`src/rtl/fifo_tx_pkg.sv`:
```
// Shared types and constants for the FIFO drain UART transmitter.
// Holds the frame state encoding and the baud counter width.
package fifo_tx_pkg;

  localparam int DEFAULT_DATA_W = 4;
  localparam int CNT_W          = $clog2(256);

  typedef enum logic [2:0] {
    IDLE,
    POP,
    LOAD,
    START,
    DATA,
    PARITY,
    STOP
  } state_e;

  // True while the serial line carries frame bits, i.e. the baud counter must run.
  function automatic logic line_active(input state_e s);
    return (s == START) || (s == DATA) || (s == PARITY) || (s == STOP);
  endfunction

endpackage

```
`src/rtl/fifo_drain_uart_tx_if.sv`:
```
// FIFO read-port bundle between the drain engine (master) and the FIFO (slave).
interface fifo_drain_uart_tx_if
  import fifo_tx_pkg::*;
#(
  parameter int DATA_W = DEFAULT_DATA_W
);

  logic              fifo_empty;
  logic [DATA_W-1:0] fifo_rd_data;
  logic              fifo_rd_en;

  modport master (
    input  fifo_empty,
    input  fifo_rd_data,
    output fifo_rd_en
  );

  modport slave (
    output fifo_empty,
    output fifo_rd_data,
    input  fifo_rd_en
  );

endinterface

```
`src/rtl/fifo_tx_baud_gen.sv`:
```
// Bit-period counter: held at zero by restart, wraps and flags bit_end
// on the last clock of each serial bit.
module fifo_tx_baud_gen
  import fifo_tx_pkg::*;
#(
  parameter int CLKS_PER_BIT = 4
) (
  input  logic clk,
  input  logic rst_n,
  input  logic restart,
  output logic bit_end
);

  localparam logic [CNT_W-1:0] LAST_CNT = CNT_W'(CLKS_PER_BIT - 1);

  logic [CNT_W-1:0] cnt_q, cnt_d;

  assign bit_end = (cnt_q == LAST_CNT);

  // NOTE: every variable assigned in always_comb gets a default first, so no path can infer a latch.
  always_comb begin
    cnt_d = cnt_q;
    if (restart || bit_end) begin
      cnt_d = '0;
    end else begin
      cnt_d = cnt_q + 1'b1;
    end
  end

  // NOTE: reset is synchronous here, so it is tested inside the clocked block rather than in the sensitivity list.
  always_ff @(posedge clk) begin
    if (!rst_n) begin
      cnt_q <= '0;
    end else begin
      cnt_q <= cnt_d;
    end
  end

endmodule

```
`src/rtl/fifo_drain_uart_tx.sv`:
```
// Drain engine: pops one FIFO word whenever enabled and non-empty, and sends it
// as start, LSB-first data, optional even parity and stop bits on tx.
module fifo_drain_uart_tx
  import fifo_tx_pkg::*;
#(
  parameter int DATA_W       = DEFAULT_DATA_W,
  parameter int CLKS_PER_BIT = 4,
  parameter int PARITY_EN    = 1
) (
  input  logic                         clk,
  input  logic                         rst_n,
  input  logic                         ena,
  fifo_drain_uart_tx_if.master         fifo_if,
  output logic                         tx,
  output logic                         busy,
  output logic                         frame_done
);

  localparam int               IDX_W    = (DATA_W > 1) ? $clog2(DATA_W) : 1;
  localparam logic [IDX_W-1:0] LAST_IDX = IDX_W'(DATA_W - 1);

  state_e            state_q, state_d;
  logic [DATA_W-1:0] shift_q, shift_d;
  logic              parity_q, parity_d;
  logic [IDX_W-1:0]  bit_idx_q, bit_idx_d;

  logic bit_end;
  logic baud_restart;
  logic rd_en;

  fifo_tx_baud_gen #(
    .CLKS_PER_BIT (CLKS_PER_BIT)
  ) u_baud (
    .clk     (clk),
    .rst_n   (rst_n),
    .restart (baud_restart),
    .bit_end (bit_end)
  );

  assign baud_restart      = !line_active(state_q);
  assign fifo_if.fifo_rd_en = rd_en;

  // NOTE: state registers use non-blocking assignments so every flop samples pre-edge values.
  always_ff @(posedge clk) begin
    if (!rst_n) begin
      state_q <= IDLE;
    end else begin
      state_q <= state_d;
    end
  end

  always_comb begin
    state_d = state_q;
    unique case (state_q)
      IDLE:    if (ena && !fifo_if.fifo_empty) state_d = POP;
      POP:     state_d = LOAD;
      LOAD:    state_d = START;
      START:   if (bit_end) state_d = DATA;
      DATA: begin
        if (bit_end && (bit_idx_q == LAST_IDX)) begin
          state_d = (PARITY_EN != 0) ? PARITY : STOP;
        end
      end
      PARITY:  if (bit_end) state_d = STOP;
      STOP:    if (bit_end) state_d = IDLE;
      default: state_d = IDLE;
    endcase
  end

  always_comb begin
    tx         = 1'b1;
    busy       = 1'b1;
    rd_en      = 1'b0;
    frame_done = 1'b0;
    unique case (state_q)
      IDLE:    busy = 1'b0;
      POP:     rd_en = 1'b1;
      LOAD:    tx = 1'b1;
      START:   tx = 1'b0;
      DATA:    tx = shift_q[0];
      PARITY:  tx = parity_q;
      STOP:    frame_done = bit_end;
      default: busy = 1'b0;
    endcase
  end

  // Read data is only trusted in LOAD, one cycle after the pop strobe.
  always_comb begin
    shift_d   = shift_q;
    parity_d  = parity_q;
    bit_idx_d = bit_idx_q;
    if (state_q == LOAD) begin
      shift_d   = fifo_if.fifo_rd_data;
      parity_d  = ^fifo_if.fifo_rd_data;
      bit_idx_d = '0;
    end else if ((state_q == DATA) && bit_end) begin
      shift_d   = shift_q >> 1;
      bit_idx_d = (bit_idx_q == LAST_IDX) ? '0 : bit_idx_q + 1'b1;
    end
  end

  always_ff @(posedge clk) begin
    if (!rst_n) begin
      shift_q   <= '0;
      parity_q  <= 1'b0;
      bit_idx_q <= '0;
    end else begin
      shift_q   <= shift_d;
      parity_q  <= parity_d;
      bit_idx_q <= bit_idx_d;
    end
  end

endmodule

```
`src/flat_wrapper.sv`:
```
// flat-port wrapper written by rule: the top's interface ports become plain ports
module fifo_drain_uart_tx_flat import fifo_tx_pkg::*;
#(
  parameter int DATA_W       = DEFAULT_DATA_W,
  parameter int CLKS_PER_BIT = 4,
  parameter int PARITY_EN    = 1
)
  (clk, rst_n, ena, tx, busy, frame_done, fifo_if_fifo_empty, fifo_if_fifo_rd_data, fifo_if_fifo_rd_en);
  fifo_drain_uart_tx_if #(.DATA_W(DATA_W)) fifo_if_i ();
  input  logic clk;
  input  logic rst_n;
  input  logic ena;
  output logic tx;
  output logic busy;
  output logic frame_done;
  input wire logic [$bits(fifo_if_i.fifo_empty)-1:0] fifo_if_fifo_empty;
  input wire logic [$bits(fifo_if_i.fifo_rd_data)-1:0] fifo_if_fifo_rd_data;
  output wire logic [$bits(fifo_if_i.fifo_rd_en)-1:0] fifo_if_fifo_rd_en;
  assign fifo_if_i.fifo_empty = fifo_if_fifo_empty;
  assign fifo_if_i.fifo_rd_data = fifo_if_fifo_rd_data;
  assign fifo_if_fifo_rd_en = fifo_if_i.fifo_rd_en;
  fifo_drain_uart_tx #(.DATA_W(DATA_W), .CLKS_PER_BIT(CLKS_PER_BIT), .PARITY_EN(PARITY_EN)) u_core (.clk(clk), .rst_n(rst_n), .ena(ena), .fifo_if(fifo_if_i), .tx(tx), .busy(busy), .frame_done(frame_done));
endmodule
```
`config.mk`:
```
export PLATFORM = sky130hd
export DESIGN_NAME = fifo_drain_uart_tx_flat
export DESIGN_NICKNAME = d
export VERILOG_FILES = /design/src/rtl/fifo_tx_pkg.sv /design/src/rtl/fifo_drain_uart_tx_if.sv /design/src/rtl/fifo_tx_baud_gen.sv /design/src/rtl/fifo_drain_uart_tx.sv /design/src/flat_wrapper.sv
export SDC_FILE = /design/constraint.sdc
export NUM_CORES = 1
export LEC_CHECK = 0
export CORE_AREA = 2 2 62 64
export DETAILED_ROUTE_END_ITERATION = 12
export DIE_AREA = 0 0 64 66
export GPL_TIMING_DRIVEN = 1
export SLEW_MARGIN = 30
export SYNTH_ARGS = -nofsm -noshare
export SYNTH_HDL_FRONTEND = slang
export SYNTH_HIERARCHICAL = 1
export SYNTH_SLANG_ARGS = --single-unit
```
`constraint.sdc`:
```
create_clock -name clk -period 2.36 [get_ports clk]
set_input_delay 0.354 -clock clk [delete_from_list [all_inputs] [get_ports clk]]
set_output_delay 0.354 -clock clk [all_outputs]
set_load 0.005 [all_outputs]
```
# After elaboration in Yosys (flattened, before gate mapping)

Cells that the tools add are included.

Add/sub/neg operators: 2
Equal/unequal tests: 13
Multiplexer cells: 13
Bitwise logic cells: 1
Reduce and logical (&&, ||, !) cells: 16

Operators by type and width:

| kind                  | count |
|---|---|
| $pmux W3 S7           | 1 |
| $mux W3               | 5 |
| $eq A3 B3 Y1 const B  | 3 |
| $add A8 B1 Y8 const B | 1 |
| $eq A8 B2 Y1 const B  | 1 |
| $mux W4               | 2 |
| $ne A2 B1 Y1 const B  | 4 |
| $eq A3 B2 Y1 const B  | 2 |
| $reduce_or A6 Y1      | 1 |
| $reduce_and A5 Y1     | 1 |
| $logic_or A1 B1 Y1    | 4 |
| $reduce_or A2 Y1      | 2 |
| $reduce_xor A4 Y1     | 1 |
| $eq A3 B1 Y1 const B  | 1 |
| $logic_and A1 B1 Y1   | 3 |
| $logic_not A3 Y1      | 1 |
| $mux W1               | 3 |
| $pmux W1 S3           | 1 |
| $add A2 B1 Y2 const B | 1 |
| $eq A2 B2 Y1 const B  | 1 |
| $logic_not A1 Y1      | 2 |
| $mux W2               | 1 |
| $ne A2 B2 Y1 const B  | 1 |
| $reduce_bool A2 Y1    | 1 |
| $not A1 Y1            | 1 |

Flip-flop bits (word level): 18
Bits of input ports: 8
Word-level logic and storage cells: 50

# Logic depth before layout (Yosys ltp)

Word-level depth: 7
Gate-level depth with buffers: 7
Gate-level depth less buffers: 6

# Cells and area by module

The synthesis kept the hierarchy.

By module, submodules not included:

| module             | times used | cells each | area each (µm²) | seq. area each (µm²) |
|---|---|---|---|---|
| fifo_drain_uart_tx | 1          | 68         | 591.8           | 200.2 |
| fifo_tx_baud_gen   | 1          | 37         | 352.8           | 160.2 |

# Worst setup path after synthesis

OpenSTA, ideal clock, no wires.

Kind: register to register
Start point: register u_core.u_baud.cnt_q[0]
End point: register u_core.shift_q[2]
Setup time: 0.122 ns
Arrival: 2.211 ns
Data required time: 2.238 ns
Path slack: 0.027 ns
Cell stages (with the launch flop): 8
Buffers on the path: 1
Path through: dfxtp_1 > ha_1 > or4b_4 > nor4_1 > and4bb_1 > buf_6 > mux2i_1 > a21oi_1

Cells in the longest elaborated chain, start to end: 3

Ends and longest elaborated chain:

| what                         | line                      | RTL |
|---|---|---|
| start, declared              | fifo_tx_baud_gen.sv:16    | `logic [CNT_W-1:0] cnt_q, cnt_d;` |
| start signal, assigned       | fifo_tx_baud_gen.sv:35    | `cnt_q <= cnt_d;` |
| $eq A8 B2 Y1                 | fifo_tx_baud_gen.sv:18    | `assign bit_end = (cnt_q == LAST_CNT);` |
| via u_core.bit_end           | fifo_drain_uart_tx.sv:27  | `logic bit_end;` |
| $logic_and A1 B1 Y1          | fifo_drain_uart_tx.sv:96  | `end else if ((state_q == DATA) && bit_end) begin` |
| $reduce_bool A2 Y1 (no line) | -                         |  |
| end signal, assigned         | fifo_drain_uart_tx.sv:108 | `shift_q <= shift_d;` |
| end, declared                | fifo_drain_uart_tx.sv:23  | `logic [DATA_W-1:0] shift_q, shift_d;` |

The timed path passes the listed nets, and every way through them passes these cells.
A chain may end at the register's enable or synchronous reset.

# Worst setup path after layout

Start point: register u_core.u_baud.cnt_q[1]
End point: output port frame_done

Cells in the longest elaborated chain, start to end: 2

Ends and longest elaborated chain:

| what               | line                     | RTL |
|---|---|---|
| $eq A8 B2 Y1       | fifo_tx_baud_gen.sv:18   |  |
| via u_core.bit_end | fifo_drain_uart_tx.sv:27 |  |
| $mux W1            | fifo_drain_uart_tx.sv:75 | `unique case (state_q)` |
| end, declared      | flat_wrapper.sv:15       | `output logic frame_done;` |

The timed path passes the listed nets, and every way through them passes these cells.

==> impl_metrics.xml <==
<?xml version="1.0" encoding="UTF-8"?>
<metrics>
  <group name="layout">
    <metric name="sequential_cell_area" unit="µm²">363</metric>
    <metric name="nNetsFinal" unit="">133</metric>
    <metric name="final_layout_size_suffix_gt1_share" unit="%">14.9</metric>
    <metric name="antenna_cells" unit="">0</metric>
    <metric name="most_common_cell_after_layout_fill_and_taps_aside" unit="">sky130_fd_sc_hd__dfxtp_1</metric>
    <metric name="area_growth" unit="%">25.2</metric>
    <metric name="multiInputGateArea" unit="µm²">571</metric>
    <metric name="layout.filler_cells" unit="">371</metric>
    <metric name="most_frequent_cells_in_the_layout" unit="">sky130_fd_sc_hd__dfxtp_1 (16), sky130_fd_sc_hd__clkdlybuf4s50_1 (10), sky130_fd_sc_hd__nor2_1 (10)</metric>
  </group>
  <group name="route">
    <metric name="drt_iter0_markers" unit="">8</metric>
    <metric name="drt-total-wl" unit="mm">1.82</metric>
    <metric name="via_count" unit="">780</metric>
    <metric name="drt-pass1-iter-count" unit="">4</metric>
    <metric name="route.detailed.vias_per_inst" unit="">4.62</metric>
    <metric name="drc_errors" unit="">0</metric>
    <metric name="final_antenna_net_count" unit="">0</metric>
    <metric name="routed_wire_length_per_instance" unit="µm">10.8</metric>
  </group>
  <group name="cts">
    <metric name="cts.sinks" unit="">18</metric>
    <metric name="ctsHtreeMaxLevel" unit="">1</metric>
    <metric name="cts_tree" unit="">built</metric>
    <metric name="clockBufferDepth" unit="">2</metric>
    <metric name="cts_made_buffers" unit="">3</metric>
    <metric name="root_buffer" unit="">sky130_fd_sc_hd__clkbuf_4</metric>
    <metric name="clock_latency" unit="ps">290</metric>
    <metric name="cts.clk_slew.worst_paths" unit="ps">100</metric>
  </group>
  <group name="die">
    <metric name="ioPinCount" unit="">12</metric>
    <metric name="start_util" unit="%">26.6</metric>
    <metric name="die_height" unit="µm">66</metric>
    <metric name="dieArea" unit="mm²">0.00422</metric>
    <metric name="core-area" unit="mm²">0.00355</metric>
    <metric name="fp-row-count" unit="">22</metric>
    <metric name="dieWidth" unit="µm">64</metric>
  </group>
  <group name="synth">
    <metric name="ys_dominant_reg_cell" unit="">sky130_fd_sc_hd__dfxtp_1</metric>
    <metric name="number_of_instances_in_the_synthesized_netlist" unit="">105</metric>
    <metric name="synth_seq_cells" unit="">18</metric>
    <metric name="yosysSeqAreaShare" unit="%">38.1</metric>
    <metric name="post_synthesis_cell_area" unit="µm²">945</metric>
    <metric name="postSynthNetCount" unit="">115</metric>
    <metric name="synth_area_per_cell" unit="µm²">9.00</metric>
    <metric name="number_of_flops_mapped_to_enable_cells_by_yosys" unit="">0</metric>
    <metric name="synth_warnings" unit="">6</metric>
    <metric name="async_flop_share" unit="%">0</metric>
    <metric name="post_synth_num_cell_types" unit="">34</metric>
  </group>
  <group name="worst_setup_path">
    <metric name="cp_max_fo" unit="">2</metric>
    <metric name="worstPathRequired" unit="ps">2010</metric>
    <metric name="startpoint_type" unit="">register</metric>
    <metric name="crit_type" unit="">register to primary output</metric>
    <metric name="cp.arrival" unit="ps">1860</metric>
    <metric name="critical_path.endpoint_type" unit="">primary output</metric>
  </group>
  <group name="timing">
    <metric name="max-slew-margin-rel" unit="%">66.1</metric>
    <metric name="fin_setup_tns" unit="ps">0</metric>
    <metric name="finClkSkew" unit="ps">11.1</metric>
    <metric name="period_share" unit="%">93.9</metric>
    <metric name="number_of_endpoints_with_negative_hold_slack_in_the_final_report" unit="">0</metric>
    <metric name="finalSetupViolCount" unit="">0</metric>
    <metric name="rsz0062_at_grt" unit="">no</metric>
    <metric name="finalCriticalPeriod" unit="ps">2220</metric>
    <metric name="worst-slew-pin-transition" unit="ps">507</metric>
    <metric name="timing_max_transition_violations_final" unit="">0</metric>
    <metric name="fmaxAchievable" unit="GHz">0.451</metric>
  </group>
  <group name="power">
    <metric name="power_frac_clock" unit="%">27.4</metric>
    <metric name="seqPwrFrac" unit="%">60.7</metric>
    <metric name="switchingPower" unit="mW">0.128</metric>
    <metric name="power.leakage" unit="nW">0.389</metric>
    <metric name="cellPowerDensity" unit="mW/mm²">457</metric>
    <metric name="fin_total_pwr" unit="mW">0.540</metric>
    <metric name="comb_power_share" unit="%">11.9</metric>
    <metric name="power_switching_share" unit="%">23.7</metric>
    <metric name="vdd.ir_drop.worst" unit="mV">0.233</metric>
    <metric name="power.internal" unit="mW">0.412</metric>
  </group>
  <group name="grt">
    <metric name="via_count_of_the_first_global_routing_pass" unit="">759</metric>
    <metric name="globalRouteOverflowTotal" unit="">0</metric>
    <metric name="global_route.usage.total" unit="%">9.24</metric>
    <metric name="grt_antenna_before_repair" unit="">0</metric>
    <metric name="grt_start_max_net_pins" unit="">18</metric>
    <metric name="grt_pass1_wl" unit="mm">3.13</metric>
  </group>
  <group name="flow_run">
    <metric name="timing.max_cap.violations" unit="">0</metric>
  </group>
  <group name="run_status">
    <metric name="status" unit="">completed</metric>
  </group>
  <group name="place">
    <metric name="place_congestion" unit="">0.823</metric>
    <metric name="placement.io_buffers" unit="">11</metric>
  </group>
  <group name="hold_path">
    <metric name="min_path_type" unit="">register to register</metric>
  </group>
</metrics>
==> routing by layer <==
layer / routed length, µm / share of wire, % / track usage, % / up-vias
met5: 0 / 0 / 0 / -
met4: 12 / 0.66 / 4.08 / 0
met3: 45 / 2.5 / 2.21 / 2
met2: 914 / 50 / 16.7 / 5
met1: 847 / 47 / 10.2 / 360
li1: - / - / - / 413
==> worst paths after layout <==
kind	start	to	slack [ps]	cells past startpoint
max	u_core/u_baud/cnt_q[1]	frame_done	140	5
max reg2reg	u_core/u_baud/cnt_q[1]	u_core/shift_q[1]	190	8
min reg2reg	u_core/u_baud/cnt_q[0]	u_core/u_baud/cnt_q[0]	510	2
min	u_core/u_baud/cnt_q[0]	u_core/u_baud/cnt_q[0]	510	2
==> metrics by stage <==
step           cells  hold slack (ps)  util, %  setup slack [ps]  cell area, µm²
6_report         169              505     33.3               143            1180
3_3_place_gp     165              477     31.9              68.6            1130
3_5_place_dp     165              510     31.9              8.91            1130
5_1_grt          169              530     33.3              8.72            1180
2_1_floorplan    105              418        -              26.7             945
4_1_cts          169              509     33.3              11.9            1180
==> what timing repair did <==
| action | CTS | global route |
|---|---|---|
| setup buffers | 1 | 0 |
| hold buffers | 0 | 0 |
| pin swaps | 1 | 1 |
| endpoints found under the setup margin | 1 | 7 |
| gates resized for setup | 6 | 2 |
==> area by class of cell <==
cell class / count / share of cell area, %
clock buffers: 3 / 1.90
inverters: 1 / 0.317
multi-input cells: 81 / 48.3
flip-flops and latches: 18 / 30.7
well taps: 48 / 5.08
repair buffers: 18 / 13.8
==> kinds of logic after synthesis <==
family                   Yosys count  synth area share (%)
AND/OR/NAND/NOR                   43                  27.9
XOR/XNOR                           7                  6.49
buffers and inverters              6                  3.31
adder cells (fa/ha/maj)            2                  2.65
AO/OA/AOI/OAI                     24                  16.2
multiplexers                       5                  5.30
flip-flops                        18                  38.1
==> power by group through the flow <==
stage | Sequential (mW) | Clock (mW) | Combinational (mW)
final | 0.328 | 0.148 | 0.0644
after global routing | 0.330 | 0.171 | 0.0712
after CTS | 0.328 | 0.160 | 0.0656
after detailed placement | 0.335 | 0 | 0.0650
after global placement | 0.334 | 0 | 0.0644
after floorplan | 0.327 | 0 | 0.0427
==> critical path, stage by stage, from the launching register on <==
cell and delay, ps:
sky130_fd_sc_hd__dfxtp_2 350, sky130_fd_sc_hd__ha_2 170, sky130_fd_sc_hd__or4b_4 480, sky130_fd_sc_hd__nor4_4 150, sky130_fd_sc_hd__and4b_1 220, sky130_fd_sc_hd__clkdlybuf4s15_1 200
==> synth_stat cells (all sizes together) (2+ instances only) <==
master	number	area, µm²
a21boi	3	22.5
a21oi	9	45.0
and4b	2	20.0
buf	2	16.3
clkbuf	3	11.3
dfxtp	18	360
ha	2	25.0
mux2i	5	50.1
nand2	7	26.3
nand3	4	20.0
nand3b	2	27.5
nor2	10	37.5
nor2b	2	12.5
nor3	2	10.0
nor3b	3	22.5
o21ai	10	50.1
or3	3	18.8
xnor2	2	17.5
xor2	5	43.8
==> sequential cells by signal, indices dropped and copies added (netlist names) <==
name / count
u_core/state_q: 3
u_core/parity_q: 1
u_core/u_baud/cnt_q: 8
u_core/shift_q: 4
u_core/bit_idx_q: 2
No activity file was read; power rests on OpenSTA's default activity.
